**src/rtl/urng_pair_packer_pkg.sv**
```systemverilog
// Shared widths, packer state encoding and pair layout for the URNG pair packer.
// A pair is stored as {u0, u1}: the first word plus the top half of the second word form u0.
package urng_pair_packer_pkg;

    localparam int WORD_W = 32;
    localparam int U0_W   = 48;
    localparam int U1_W   = 16;
    localparam int PAIR_W = U0_W + U1_W;

    typedef enum logic {
        WORD0 = 1'b0,
        WORD1 = 1'b1
    } pack_state_e;

    typedef struct packed {
        logic [U0_W-1:0] u0;
        logic [U1_W-1:0] u1;
    } pair_t;

    function automatic pair_t pack_pair(input logic [WORD_W-1:0] first_word,
                                        input logic [WORD_W-1:0] second_word);
        pair_t p;
        p.u0 = {first_word, second_word[WORD_W-1:U1_W]};
        p.u1 = second_word[U1_W-1:0];
        return p;
    endfunction

endpackage

```
**src/rtl/urng_pair_packer_pair_fifo.sv**
```systemverilog
// Show-ahead DEPTH x 64 FIFO holding packed operand pairs.
// A push into a full FIFO is accepted only when a pop frees the head slot in the same cycle.
module pair_fifo
    import urng_pair_packer_pkg::*;
#(
    parameter int DEPTH = 4,
    localparam int PTR_W = $clog2(DEPTH),
    localparam int LVL_W = $clog2(DEPTH) + 1
) (
    input  logic             clk,
    input  logic             reset,
    input  logic             push,
    input  logic             pop,
    input  pair_t            wdata,
    output pair_t            rdata,
    output logic [LVL_W-1:0] level,
    output logic             full,
    output logic             empty
);

    pair_t            mem_r [DEPTH];
    logic [PTR_W-1:0] rd_ptr_r;
    logic [PTR_W-1:0] wr_ptr_r;
    logic [LVL_W-1:0] level_r;
    logic             do_pop_s;
    logic             do_push_s;

    // Qualify requests against occupancy.
    always_comb begin
        do_pop_s  = pop && !empty;
        do_push_s = push && (!full || do_pop_s);
    end

    // Pointers and occupancy; pointers wrap naturally since DEPTH is a power of two.
    always_ff @(posedge clk) begin
        if (reset) begin
            rd_ptr_r <= '0;
            wr_ptr_r <= '0;
            level_r  <= '0;
        end else begin
            if (do_push_s) begin
                wr_ptr_r <= wr_ptr_r + PTR_W'(1);
            end
            if (do_pop_s) begin
                rd_ptr_r <= rd_ptr_r + PTR_W'(1);
            end
            case ({do_push_s, do_pop_s})
                2'b10:   level_r <= level_r + LVL_W'(1);
                2'b01:   level_r <= level_r - LVL_W'(1);
                default: level_r <= level_r;
            endcase
        end
    end

    // Storage array; cleared on reset so the head reads zero afterwards.
    always_ff @(posedge clk) begin
        if (reset) begin
            for (int i = 0; i < DEPTH; i++) begin
                mem_r[i] <= '0;
            end
        end else if (do_push_s) begin
            mem_r[wr_ptr_r] <= wdata;
        end
    end

    assign rdata = mem_r[rd_ptr_r];
    assign level = level_r;
    assign full  = (level_r == LVL_W'(DEPTH));
    assign empty = (level_r == '0);

endmodule

```
**src/rtl/urng_pair_packer.sv**
```systemverilog
// Packs consecutive URNG words into (u0, u1) operand pairs and buffers them for the
// Box-Muller datapath. The source cannot stall, so pairs meeting a full buffer are dropped.
module urng_pair_packer
    import urng_pair_packer_pkg::*;
#(
    parameter int DEPTH = 4,
    parameter int CNT_W = 16,
    localparam int LVL_W = $clog2(DEPTH) + 1
) (
    input  logic              clk,
    input  logic              reset,
    input  logic [WORD_W-1:0] urng_in,
    input  logic              urng_valid,
    output logic [U0_W-1:0]   u0,
    output logic [U1_W-1:0]   u1,
    output logic              out_valid,
    input  logic              out_ready,
    output logic [LVL_W-1:0]  level,
    output logic [CNT_W-1:0]  drop_count,
    output logic              overflow
);

    pack_state_e       state_r;
    pack_state_e       state_nx_s;
    logic [WORD_W-1:0] hold_r;
    logic              push_try_s;
    logic              pop_s;
    logic              drop_s;
    logic              fifo_full_s;
    logic              fifo_empty_s;
    pair_t             pair_s;
    pair_t             head_s;
    logic [CNT_W-1:0]  drop_count_r;
    logic              overflow_r;

    // Packer state register.
    always_ff @(posedge clk) begin
        if (reset) begin
            state_r <= WORD0;
        end else begin
            state_r <= state_nx_s;
        end
    end

    // Packer next state; a push is attempted when the second word of a pair lands.
    always_comb begin
        state_nx_s = state_r;
        push_try_s = 1'b0;
        case (state_r)
            WORD0: begin
                if (urng_valid) begin
                    state_nx_s = WORD1;
                end else begin
                    state_nx_s = WORD0;
                end
            end
            WORD1: begin
                if (urng_valid) begin
                    state_nx_s = WORD0;
                    push_try_s = 1'b1;
                end else begin
                    state_nx_s = WORD1;
                end
            end
            default: begin
                state_nx_s = WORD0;
                push_try_s = 1'b0;
            end
        endcase
    end

    // First word of a pair waits here for its partner.
    always_ff @(posedge clk) begin
        if (reset) begin
            hold_r <= '0;
        end else if ((state_r == WORD0) && urng_valid) begin
            hold_r <= urng_in;
        end else begin
            hold_r <= hold_r;
        end
    end

    // Handshake and drop decision; a same-cycle pop makes room in a full FIFO.
    always_comb begin
        pair_s = pack_pair(hold_r, urng_in);
        pop_s  = out_valid && out_ready;
        drop_s = push_try_s && fifo_full_s && !pop_s;
    end

    pair_fifo #(
        .DEPTH (DEPTH)
    ) u_fifo (
        .clk   (clk),
        .reset (reset),
        .push  (push_try_s),
        .pop   (pop_s),
        .wdata (pair_s),
        .rdata (head_s),
        .level (level),
        .full  (fifo_full_s),
        .empty (fifo_empty_s)
    );

    // Saturating drop counter and sticky overflow flag.
    always_ff @(posedge clk) begin
        if (reset) begin
            drop_count_r <= '0;
            overflow_r   <= 1'b0;
        end else if (drop_s) begin
            overflow_r <= 1'b1;
            if (drop_count_r != {CNT_W{1'b1}}) begin
                drop_count_r <= drop_count_r + CNT_W'(1);
            end
        end
    end

    assign out_valid  = !fifo_empty_s;
    assign u0         = head_s.u0;
    assign u1         = head_s.u1;
    assign drop_count = drop_count_r;
    assign overflow   = overflow_r;

endmodule

```
**config.mk**
```make
export PLATFORM = sky130hd
export DESIGN_NAME = urng_pair_packer
export DESIGN_NICKNAME = d
export VERILOG_FILES = /design/src/rtl/urng_pair_packer_pkg.sv /design/src/rtl/urng_pair_packer_pair_fifo.sv /design/src/rtl/urng_pair_packer.sv
export SDC_FILE = /design/constraint.sdc
export NUM_CORES = 1
export LEC_CHECK = 0
export ABC_AREA = 1
export BUFFER_PORTS_ARGS = -buffer_cell sky130_fd_sc_hd__buf_2
export CORE_MARGIN = 2
export CORE_UTILIZATION = 35
export DETAILED_ROUTE_END_ITERATION = 6
export PLACE_DENSITY_LB_ADDON = 0.1
export SLEW_MARGIN = 15
export SYNTH_ARGS = -nofsm -noshare
export SYNTH_HDL_FRONTEND = slang
export SYNTH_SLANG_ARGS = --single-unit
```
**constraint.sdc**
```tcl
create_clock -name clk -period 5.7 [get_ports clk]
set_input_delay 0.285 -clock clk [delete_from_list [all_inputs] [get_ports clk]]
set_output_delay 0.285 -clock clk [all_outputs]
set_load 0.1 [all_outputs]
```
# Word-level counts from Yosys, hierarchy flattened
# Memory sizes are Yosys's and may differ from the RTL's. A register that Yosys moved wholly into a read port is not among the register bits.
# Index checks and enable logic that the tools add are counted.
[op_classes]
addsub = 5
n_eq_ne = 4
muxes = 15
n_bitwise = 1
reduce_logical = 14
[ops]
columns = ["operator", "n"]
rows = [
  ["2-to-1 mux 64 bit", 1],
  ["OR reduction 64 bit", 1],
  ["adder 16 x 1 -> 16 bit (second input constant)", 1],
  ["!= test 16 bit (second input constant)", 1],
  ["2-to-1 mux 1 bit", 9],
  ["logical AND 1 bit", 6],
  ["2-to-1 mux 2 bit", 3],
  ["case mux 3 bit (2 select lines)", 1],
  ["adder 2 x 1 -> 2 bit (second input constant)", 2],
  ["adder 3 x 1 -> 3 bit (second input constant)", 1],
  ["equality test 3 bit (second input constant)", 1],
  ["logical NOT 1 bit", 3],
  ["logical NOT 3 bit", 1],
  ["subtractor 3 x 1 -> 3 bit (second input constant)", 1],
  ["equality test 2 x 1 -> 1 bit (second input constant)", 1],
  ["equality test 2 bit (second input constant)", 1],
  ["case mux 1 bit (2 select lines)", 1],
  ["AND reduction 2 bit", 1],
  ["nonzero test 2 bit", 1],
  ["logical OR 1 bit", 1],
  ["inverter 1 bit", 1],
]
[totals]
register_bits = 57
ram_bits = 256
inputBits = 36
output_inout_bits = 85
memories = 1
[mem_list]
columns = ["name", "words", "word_bits", "read_ports", "rd_ports_with_merged_regs", "write_ports", "line_no", "text"]
rows = [
  ["u_fifo.mem_r", 4, 64, 1, 1, 4, "urng_pair_packer_pair_fifo.sv:21", "pair_t mem_r [DEPTH];"],
]

# Longest topological paths before layout
# Gate-level depths: netlist of the first run.
[logic_depth]
depth_word = 11
ltp_mapped = 10
ltp_nobuf = 10

# Hierarchy
# A second synthesis of the first run with hierarchy kept.
[unflattened]
cells_unflattened = 1397
area_unflattened_um2 = 14407.6
[modules_own_cells]
columns = ["module", "instances", "cells_each", "area_per_inst_um2", "seq_area_each_um2"]
rows = [
  ["pair_fifo", 1, 1106, 12244.2, 7867.5],
  ["urng_pair_packer", 1, 291, 2163.3, 1001.0],
]

# Worst setup path after synthesis of the first run
# No wires, ideal clock.
[synth_path]
kind = "register -> register"
from = "reg u_fifo.level_r[0] (netlist: u_fifo.level[0])"
to = "mem u_fifo.mem_r[3][0] in the netlist's numbering (enable)"
arrival_ns = 6.077
required_time_ns = 5.119
setup_slack_ns = -0.957
stages_incl_launch_ff = 5
path_buffers = 0
synth_period_minus_slack_ns = 6.657
path_cell_list = "dfxtp_1 nor2_2 nand3_2 nand2_1 o31ai_1"
[synth_lines]
columns = ["item", "line_no", "text"]
rows = [
  ["start: declaration", "urng_pair_packer_pair_fifo.sv:24", "logic [LVL_W-1:0] level_r;"],
  ["start signal: assignment", "urng_pair_packer_pair_fifo.sv:48", "2'b10: level_r <= level_r + LVL_W'(1);"],
  ["start signal: assignment", "urng_pair_packer_pair_fifo.sv:49", "2'b01: level_r <= level_r - LVL_W'(1);"],
  ["start signal: assignment", "urng_pair_packer_pair_fifo.sv:50", "default: level_r <= level_r;"],
  ["end: declaration", "urng_pair_packer_pair_fifo.sv:21", ""],
]

==> flow_results.xml, run 1 <==
<?xml version="1.0" encoding="UTF-8"?>
<metrics>
  <group name="sta">
    <metric name="slew-limit-headroom" unit="%">23.6</metric>
    <metric name="fmax" unit="MHz">277</metric>
    <metric name="final-max-slew-violation-count" unit="">0</metric>
    <metric name="setup_viols_final" unit="">0</metric>
    <metric name="final_period_minus_worst_setup_slack" unit="ns">3.60</metric>
    <metric name="finalHoldViolCount" unit="">0</metric>
    <metric name="tns" unit="ns">0</metric>
    <metric name="layout_worst_path_cycle_share" unit="%">63.2</metric>
    <metric name="rsz0062_at_grt" unit="">false</metric>
    <metric name="finClkSkew" unit="ns">0.0127</metric>
    <metric name="worst_slew_pin_slew" unit="ns">1.14</metric>
  </group>
  <group name="final_layout">
    <metric name="postLayoutCoreUtil" unit="%">40.6</metric>
    <metric name="finish.net_count" unit="">1475</metric>
    <metric name="layout_stage_area_growth_over_the_synthesis_result" unit="%">15.3</metric>
    <metric name="ratio_of_cells_with_drive_above_1_in_the_final_layout" unit="%">14.7</metric>
    <metric name="fillers" unit="">3913</metric>
  </group>
  <group name="floorplan">
    <metric name="initial_utilization" unit="%">35.2</metric>
    <metric name="number_of_placement_rows" unit="">72</metric>
    <metric name="core_area" unit="µm²">38400</metric>
    <metric name="die-area" unit="µm²">40200</metric>
    <metric name="chipWidth" unit="µm">201</metric>
    <metric name="ios" unit="">121</metric>
    <metric name="die-height" unit="µm">201</metric>
  </group>
  <group name="logic_synthesis">
    <metric name="yosys.area_share.simple" unit="%">14.9</metric>
    <metric name="synth_compound_gate_area_share" unit="%">11.6</metric>
    <metric name="yosys_warnings" unit="">0</metric>
    <metric name="synth-seq-cells" unit="">315</metric>
    <metric name="post_synth.cell_area_avg" unit="µm²">10.0</metric>
    <metric name="syn-instance-count" unit="">1349</metric>
    <metric name="synthesized_area_fraction_occupied_by_adder_cells" unit="%">0.518</metric>
    <metric name="synth.lib_cells_used.distinct" unit="">31</metric>
    <metric name="synthesis.area" unit="µm²">13500</metric>
    <metric name="synth_mux_area_share" unit="%">0</metric>
    <metric name="synth-xor-area-share" unit="%">0.259</metric>
    <metric name="synth.yosys.seq_area_share" unit="%">65.6</metric>
    <metric name="synth_top_family_by_area" unit="">simple AND/OR/NAND/NOR gates</metric>
    <metric name="synth.net_count" unit="">1390</metric>
  </group>
  <group name="clock_tree">
    <metric name="worst_skew_pair.late_latency" unit="ns">0.51</metric>
    <metric name="post_cts.repair.setup_buffers" unit="">0</metric>
    <metric name="cts_root_buffer" unit="">clkbuf_16</metric>
    <metric name="clock_tree.htree_level_count" unit="">2</metric>
    <metric name="clkSlewWorstSetupHoldPaths" unit="ns">0.06</metric>
    <metric name="cts_tree" unit="">built</metric>
    <metric name="tritoncts.num_buffers" unit="">36</metric>
    <metric name="cts_hold_buffers" unit="">0</metric>
    <metric name="cts_num_sinks" unit="">315</metric>
    <metric name="bufs_on_longest_clock_path" unit="">3</metric>
    <metric name="post_cts_resize_count" unit="">0</metric>
  </group>
  <group name="global_route">
    <metric name="grt_pass1_wl" unit="µm">59500</metric>
    <metric name="grt_remaining_overflow" unit="">0</metric>
    <metric name="largest_net_degree_at_the_start_of_global_routing" unit="">99</metric>
    <metric name="first_global_vias" unit="">9885</metric>
    <metric name="antenna_found_initial" unit="">2</metric>
    <metric name="groute.usage.overall" unit="%">19.3</metric>
  </group>
  <group name="worst_setup_path">
    <metric name="timing.setup.critical_path_class" unit="">reg2out</metric>
    <metric name="critical_path_cell_with_the_highest_stage_delay" unit="">buf_4</metric>
    <metric name="max_stage_delay" unit="ns">0.81</metric>
    <metric name="worst_setup_path_end_kind" unit="">output pin</metric>
    <metric name="critPathLaunchType" unit="">flip-flop</metric>
    <metric name="crit_family" unit="">buffers and inverters</metric>
    <metric name="crit_path_max_fanout" unit="">98</metric>
    <metric name="cp_data_arrival_time" unit="ns">3.32</metric>
    <metric name="crit_buf_inv" unit="">3</metric>
    <metric name="crit_required" unit="ns">5.41</metric>
    <metric name="path_cells" unit="">clkinv_2 &gt; buf_4 &gt; o21ai_0 &gt; o22ai_1 &gt; buf_2</metric>
  </group>
  <group name="routing">
    <metric name="dr.first_iter.drc_count" unit="">730</metric>
    <metric name="total_drc_errors_in_the_routed_layout" unit="">0</metric>
    <metric name="ant_nets" unit="">0</metric>
    <metric name="routed-via-count" unit="">9795</metric>
    <metric name="wire_per_inst" unit="µm">19.8</metric>
    <metric name="viasPerCell" unit="">4.95</metric>
    <metric name="drtPass1Iterations" unit="">5</metric>
    <metric name="postRouteWirelength" unit="µm">39100</metric>
  </group>
  <group name="power">
    <metric name="p_clk_share" unit="%">32.9</metric>
    <metric name="peakVddDrop" unit="V">0.000210</metric>
    <metric name="p_leak" unit="nW">5.77</metric>
    <metric name="power_switching" unit="mW">2.40</metric>
    <metric name="p_seq_share" unit="%">40.9</metric>
    <metric name="pwr-share-comb" unit="%">26.2</metric>
    <metric name="internal_power" unit="mW">4.09</metric>
    <metric name="switching_share" unit="%">37.0</metric>
    <metric name="power.density_cell_area" unit="nW/µm²">417</metric>
  </group>
  <group name="placement">
    <metric name="dpl_hpwl" unit="µm">22100</metric>
    <metric name="finalWeightedCongestion" unit="">0.737</metric>
    <metric name="numPortBuffers" unit="">120</metric>
  </group>
  <group name="worst_hold_path">
    <metric name="hold_path.class" unit="">in2reg</metric>
  </group>
  <group name="outcome">
    <metric name="run_status" unit="">finished, final reports clean</metric>
  </group>
  <group name="job">
    <metric name="maximum_capacitance_violations" unit="">0</metric>
  </group>
</metrics>
final timing paths:
path	to	slack [ns]	depth (start not counted)	startpoint
max	u0[30]	2.10	5	flip-flop
min	hold_r[18]$_SDFFE_PP0P_	0.11	3	urng_in[18]
max reg2reg	u_fifo.mem_r[0][37]$_SDFFCE_PN0P_	3.10	5	state_r$_SDFF_PP0_
min reg2reg	flip-flop	0.48	2	u_fifo.rd_ptr_r[1]$_SDFFE_PP0P_
power by group through the flow:
stage               Clock (mW)  Sequential (mW)  Combinational (mW)
floorplan                    0             2.71                1.35
global placement             0             2.71                1.71
detailed placement           0             2.71                1.72
CTS                       2.18             2.66                1.72
global route              2.27             2.67                1.79
finish                    2.13             2.66                1.70
cells by family (layout without fill, tap and decap cells):
| logic type | count (synthesis) | count (layout) |
|---|---|---|
| fa+ha+maj | 5 | 5 |
| other cells | 0 | 1 |
| xor+xnor | 4 | 4 |
| flops | 315 | 315 |
| buf+inv | 230 | 341 |
| simple gates | 505 | 505 |
| compound gates | 290 | 290 |
through the flow:
stage	hold WS (ns)	instances	power, mW	setup WS (ns)	cell area [µm²]
after CTS	0.0845	1978	6.56	2.00	15600
after detailed placement	0.465	1914	4.43	2.46	14500
after floorplan	0.354	1349	4.06	0.991	13500
final	0.106	1979	6.49	2.10	15600
after global routing	0.126	1978	6.72	1.85	15600
after global placement	0.444	1914	4.42	2.43	14500
worst min-delay path, stage by stage:
cell and delay, ns:
buf_2 0.08, inv_1 0.07, a21oi_1 0.14
final cells by class:
class	instances	area, µm²	area share [%]
tap	518	648	4.16
clock buffer	61	1060	6.78
clock inverter	3	12.5	0.0803
multi-input combinational	804	3740	24.0
inverter	145	547	3.51
sequential	315	8870	56.9
timing repair buffer	132	703	4.51
antenna	1	2.50	0.0161
cell usage in the layout, fill, tap and decap left out, drive strengths merged:
cell	n
edfxtp	256
nand3	13
diode	1
clkinv	6
o21ai	171
nand2	63
xor2	3
o31ai	1
o22ai	64
nor2	410
o21a	1
fa	1
dfxtp	59
clkbuf	61
nand4	4
buf	132
ha	4
nor3	11
nand3b	4
inv	142
a21oi	52
xnor2	1
o21bai	1
cells in the mapped netlist:
| cell type | count | share of area, % |
|---|---|---|
| nand3_1 | 11 | 0.41 |
| clkbuf_1 | 46 | 1.3 |
| dfxtp_1 | 59 | 8.7 |
| o31ai_1 | 1 | 0.056 |
| nand3_2 | 2 | 0.15 |
| nor2_4 | 1 | 0.083 |
| nand4_1 | 4 | 0.19 |
| nand2_1 | 61 | 1.7 |
| buf_2 | 19 | 0.70 |
| nand3b_1 | 4 | 0.22 |
| o21bai_1 | 1 | 0.056 |
| fa_1 | 1 | 0.15 |
| buf_1 | 4 | 0.11 |
| o21ai_2 | 1 | 0.065 |
| edfxtp_1 | 256 | 57 |
| nor2_1 | 394 | 11 |
| xnor2_1 | 1 | 0.065 |
| o21ai_0 | 170 | 6.3 |
| o21a_1 | 1 | 0.056 |
| xor2_1 | 3 | 0.19 |
| a21oi_1 | 44 | 1.6 |
| inv_1 | 144 | 4.0 |
| nor3_1 | 11 | 0.41 |
| o22ai_1 | 64 | 3.0 |
| ha_1 | 4 | 0.37 |
| clkinv_1 | 1 | 0.028 |
| nor2_2 | 15 | 0.69 |
| buf_6 | 5 | 0.42 |
| buf_4 | 11 | 0.61 |
| nand2_2 | 2 | 0.093 |
| a21oi_2 | 8 | 0.52 |
flip-flops by register name, summed over array words and instances, names as in the netlist, named ones only:
name / flops
u_fifo.rd_ptr_r: 2
hold_r: 32
state_r: 1
u_fifo.wr_ptr_r: 2
drop_count: 16
u_fifo.level: 3
overflow: 1
u_fifo.mem_r: 256
layer usage:
layer / global-route usage, % / part of all wire (%)
met1: 27.0 / 47
met2: 31.6 / 47
met3: 2.79 / 4.6
met4: 5.24 / 1.9
met5: 0 / 0.033
Power figures use the tool's default switching activity.
==> run 2: changes to the inputs <==
--- a/config.mk
+++ b/config.mk
@@ -5,7 +5,7 @@
 export SDC_FILE = /design/constraint.sdc
 export NUM_CORES = 1
 export LEC_CHECK = 0
-export ABC_AREA = 1
+export ABC_AREA = 0
 export BUFFER_PORTS_ARGS = -buffer_cell sky130_fd_sc_hd__buf_2
 export CORE_MARGIN = 2
 export CORE_UTILIZATION = 35
==> constraint.sdc (replaced) <==
create_clock -name clk -period 3.47 [get_ports clk]
set_input_delay 0.1735 -clock clk [delete_from_list [all_inputs] [get_ports clk]]
set_output_delay 0.1735 -clock clk [all_outputs]
set_load 0.1 [all_outputs]
==> run 2 against run 1 <==
Combinational power grew 72%; highest routed layer is now met4; hold slack lost 0.077 ns; critical path depth decreased by 2; global-route usage down 2.3 points; synthesized cell count decreased by 31%; area after synthesis down 2.3%; first-iteration DRC count decreased by 33%; setup slack got worse by 1.4 ns; count of clock-buffer cells in the layout down 11; final cell count is 18% lower; wire length fell by 16%; total power up 70%.
==> flow_results.xml, run 2 <==
<?xml version="1.0" encoding="UTF-8"?>
<metrics>
  <group name="outcome">
    <metric name="run_status" unit="">finished, final reports clean</metric>
  </group>
  <group name="routing">
    <metric name="viasPerCell" unit="">4.82</metric>
    <metric name="dr_wl_met2" unit="µm">15700</metric>
    <metric name="routed-via-count" unit="">7825</metric>
    <metric name="ant_nets" unit="">0</metric>
    <metric name="dr.max_layer_used" unit="">met4</metric>
    <metric name="postRouteWirelength" unit="µm">32700</metric>
    <metric name="drtPass1Iterations" unit="">4</metric>
    <metric name="routedLengthMet1" unit="µm">14900</metric>
    <metric name="total_drc_errors_in_the_routed_layout" unit="">0</metric>
    <metric name="met3_wirelength" unit="µm">1530</metric>
    <metric name="wire_per_inst" unit="µm">20.2</metric>
    <metric name="dr.first_iter.drc_count" unit="">490</metric>
  </group>
  <group name="worst_setup_path">
    <metric name="critical_path_cell_with_the_highest_stage_delay" unit="">dfxtp_4</metric>
    <metric name="path_cells" unit="">buf_4 &gt; mux4_2 &gt; buf_2</metric>
    <metric name="timing.setup.critical_path_class" unit="">reg2out</metric>
    <metric name="crit_buf_inv" unit="">2</metric>
    <metric name="worst_setup_path_end_kind" unit="">output pin</metric>
    <metric name="crit_path_max_fanout" unit="">21</metric>
    <metric name="critPathLaunchType" unit="">flip-flop</metric>
    <metric name="crit_required" unit="ns">3.30</metric>
    <metric name="cp_data_arrival_time" unit="ns">2.56</metric>
    <metric name="max_stage_delay" unit="ns">0.67</metric>
    <metric name="crit_family" unit="">buffers and inverters</metric>
  </group>
  <group name="power">
    <metric name="power.density_cell_area" unit="nW/µm²">693</metric>
    <metric name="peakVddDrop" unit="V">0.000444</metric>
    <metric name="p_total" unit="mW">11.1</metric>
    <metric name="p_leak" unit="nW">6.22</metric>
  </group>
  <group name="clock_tree">
    <metric name="cts_tree" unit="">built</metric>
    <metric name="bufs_on_longest_clock_path" unit="">3</metric>
    <metric name="cts_num_sinks" unit="">315</metric>
    <metric name="clock_tree.htree_level_count" unit="">2</metric>
    <metric name="worst_skew_pair.late_latency" unit="ns">0.51</metric>
    <metric name="post_cts_resize_count" unit="">0</metric>
    <metric name="post_cts.repair.setup_buffers" unit="">0</metric>
    <metric name="cts_root_buffer" unit="">clkbuf_16</metric>
    <metric name="tritoncts.num_buffers" unit="">36</metric>
    <metric name="cts_hold_buffers" unit="">32</metric>
    <metric name="clkSlewWorstSetupHoldPaths" unit="ns">0.06</metric>
  </group>
  <group name="logic_synthesis">
    <metric name="synthTopCellsByArea" unit="">edfxtp_1 (58%), mux4_2 (11%), dfxtp_1 (8.9%), nor2_1 (4.4%), and2_1 (3.6%)</metric>
    <metric name="synth.lib_cells_used.distinct" unit="">40</metric>
    <metric name="post-synth-top-area-cell" unit="">edfxtp_1</metric>
    <metric name="synth.yosys.seq_area_share" unit="%">67.2</metric>
    <metric name="synth-seq-cells" unit="">315</metric>
    <metric name="synth_enable_flop_cells" unit="">256</metric>
    <metric name="synth_largest_type_area_fraction" unit="%">58.2</metric>
    <metric name="ys_top_cells_by_count" unit="">edfxtp_1 (256), nor2_1 (154), and2_1 (76)</metric>
    <metric name="synthesis.area" unit="µm²">13200</metric>
    <metric name="syn-instance-count" unit="">937</metric>
    <metric name="post_synth.cell_area_avg" unit="µm²">14.1</metric>
    <metric name="synth.most_common_cell" unit="">edfxtp_1</metric>
    <metric name="yosys_warnings" unit="">0</metric>
    <metric name="synth.net_count" unit="">978</metric>
    <metric name="postSynth.asyncResetShare" unit="%">0</metric>
    <metric name="synthFlopType" unit="">edfxtp_1</metric>
  </group>
  <group name="final_layout">
    <metric name="final-instance-count-excl-fill" unit="">1623</metric>
    <metric name="layout_stage_area_growth_over_the_synthesis_result" unit="%">20.7</metric>
    <metric name="finish.net_count" unit="">1127</metric>
    <metric name="fillers" unit="">3440</metric>
    <metric name="mostFrequentLayoutCell" unit="">edfxtp_1</metric>
    <metric name="postLayoutCoreUtil" unit="%">42.6</metric>
    <metric name="num_antenna_cells" unit="">0</metric>
    <metric name="max_flop_register" unit="">u_fifo.mem_r</metric>
    <metric name="ratio_of_cells_with_drive_above_1_in_the_final_layout" unit="%">24.6</metric>
    <metric name="largest_reg_flops" unit="">256</metric>
    <metric name="most-common-layout-cells" unit="">edfxtp_1 (256), nor2_1 (154), buf_2 (120)</metric>
  </group>
  <group name="global_route">
    <metric name="grt_remaining_overflow" unit="">0</metric>
    <metric name="first_global_vias" unit="">8128</metric>
    <metric name="groute.usage.overall" unit="%">17.0</metric>
    <metric name="grt_pass1_wl" unit="µm">49800</metric>
    <metric name="antenna_found_initial" unit="">0</metric>
    <metric name="largest_net_degree_at_the_start_of_global_routing" unit="">87</metric>
  </group>
  <group name="sta">
    <metric name="tns" unit="ns">0</metric>
    <metric name="worst_slew_pin_slew" unit="ns">1.10</metric>
    <metric name="final-max-slew-violation-count" unit="">0</metric>
    <metric name="setup_viols_final" unit="">0</metric>
    <metric name="finClkSkew" unit="ns">0.0125</metric>
    <metric name="layout_worst_path_cycle_share" unit="%">78.8</metric>
    <metric name="final_period_minus_worst_setup_slack" unit="ns">2.74</metric>
    <metric name="finalHoldViolCount" unit="">0</metric>
    <metric name="rsz0062_at_grt" unit="">false</metric>
    <metric name="fmax" unit="MHz">365</metric>
    <metric name="hold_slack" unit="ns">0.0294</metric>
    <metric name="slew-limit-headroom" unit="%">26.6</metric>
  </group>
  <group name="floorplan">
    <metric name="chipWidth" unit="µm">198</metric>
    <metric name="die-height" unit="µm">198</metric>
    <metric name="ios" unit="">121</metric>
    <metric name="number_of_placement_rows" unit="">71</metric>
    <metric name="core_area" unit="µm²">37400</metric>
    <metric name="die-area" unit="µm²">39300</metric>
    <metric name="initial_utilization" unit="%">35.3</metric>
  </group>
  <group name="placement">
    <metric name="numPortBuffers" unit="">120</metric>
    <metric name="post-place-cells" unit="">1527</metric>
    <metric name="dpl_hpwl" unit="µm">18500</metric>
    <metric name="finalWeightedCongestion" unit="">0.705</metric>
  </group>
  <group name="job">
    <metric name="maximum_capacitance_violations" unit="">0</metric>
  </group>
  <group name="worst_hold_path">
    <metric name="hold_path.class" unit="">in2reg</metric>
  </group>
</metrics>
[run 2: cell count changes after synthesis, sizes merged, moves of 7 or more]
cell / before / now
a21oi: 52 / 15
and2: 0 / 76
and3: 0 / 23
buf: 39 / 18
inv: 144 / 59
mux2i: 0 / 32
mux4: 0 / 64
nand3: 13 / 6
nor2: 410 / 154
o21ai: 171 / 4
o22ai: 64 / 0
o31ai: 1 / 9
or3: 0 / 7
[run 2: area by class of cell]
type | instances | area (µm²) | share of cell area, %
clock inverters | 14 | 144 | 0.902
inverters | 59 | 221 | 1.39
well taps | 511 | 639 | 4.01
clock buffers | 50 | 995 | 6.24
multi-input cells | 504 | 3940 | 24.7
flip-flops and latches | 315 | 8880 | 55.7
repair buffers | 170 | 1130 | 7.09
[run 2: stage by stage]
step | instance area (µm²) | worst slack (ns)
floorplan | 13200 | 0.148
global placement | 14500 | 0.835
detailed placement | 14500 | 0.796
CTS | 15900 | 0.618
global route | 15900 | 0.565
finish | 15900 | 0.734
[run 2: logic make-up (layout without fill, tap and decap cells)]
| group | Yosys count | in the layout | synth area share (%) |
|---|---|---|---|
| AO/OA/AOI/OAI | 33 | 33 | 1.56 |
| XOR/XNOR | 6 | 6 | 0.398 |
| adder cells (fa/ha/maj) | 5 | 5 | 0.531 |
| buffers and inverters | 118 | 293 | 3.44 |
| flip-flops | 315 | 315 | 67.2 |
| multiplexers | 99 | 99 | 13.6 |
| AND/OR/NAND/NOR | 361 | 361 | 13.3 |
[run 2: path summary, 6_finish.rpt]
path / from / endpoint / slack (ns) / cells after the start
setup / recovery: flip-flop / u0[38] / 0.73 / 3
hold / removal: urng_in[17] / hold_r[17]$_SDFFE_PP0P_ / 0.03 / 3
setup reg to reg: state_r$_SDFF_PP0_ / u_fifo.mem_r[0][20]$_SDFFCE_PN0P_ / 0.81 / 5
hold reg to reg: overflow$_SDFFE_PP0P_ / overflow$_SDFFE_PP0P_ / 0.50 / 2
[run 2: routing by layer]
metal	vias up	track usage, %
met4	0	3.93
met1	3931	23.0
li1	3677	-
met2	169	28.6
met5	-	0
met3	48	3.13
[run 2: power breakdown]
part	total, mW	internal (mW)	switching (mW)
clock	3.71	2.22	1.48
combinational	2.92	0.687	2.23
sequential	4.43	4.27	0.163
[run 2: tightest hold or removal path: cells and delay by family]
kind                   cells  cell delay, ns
buffers and inverters      1            0.15
and+or+nand+nor            1            0.08
muxes                      1            0.09
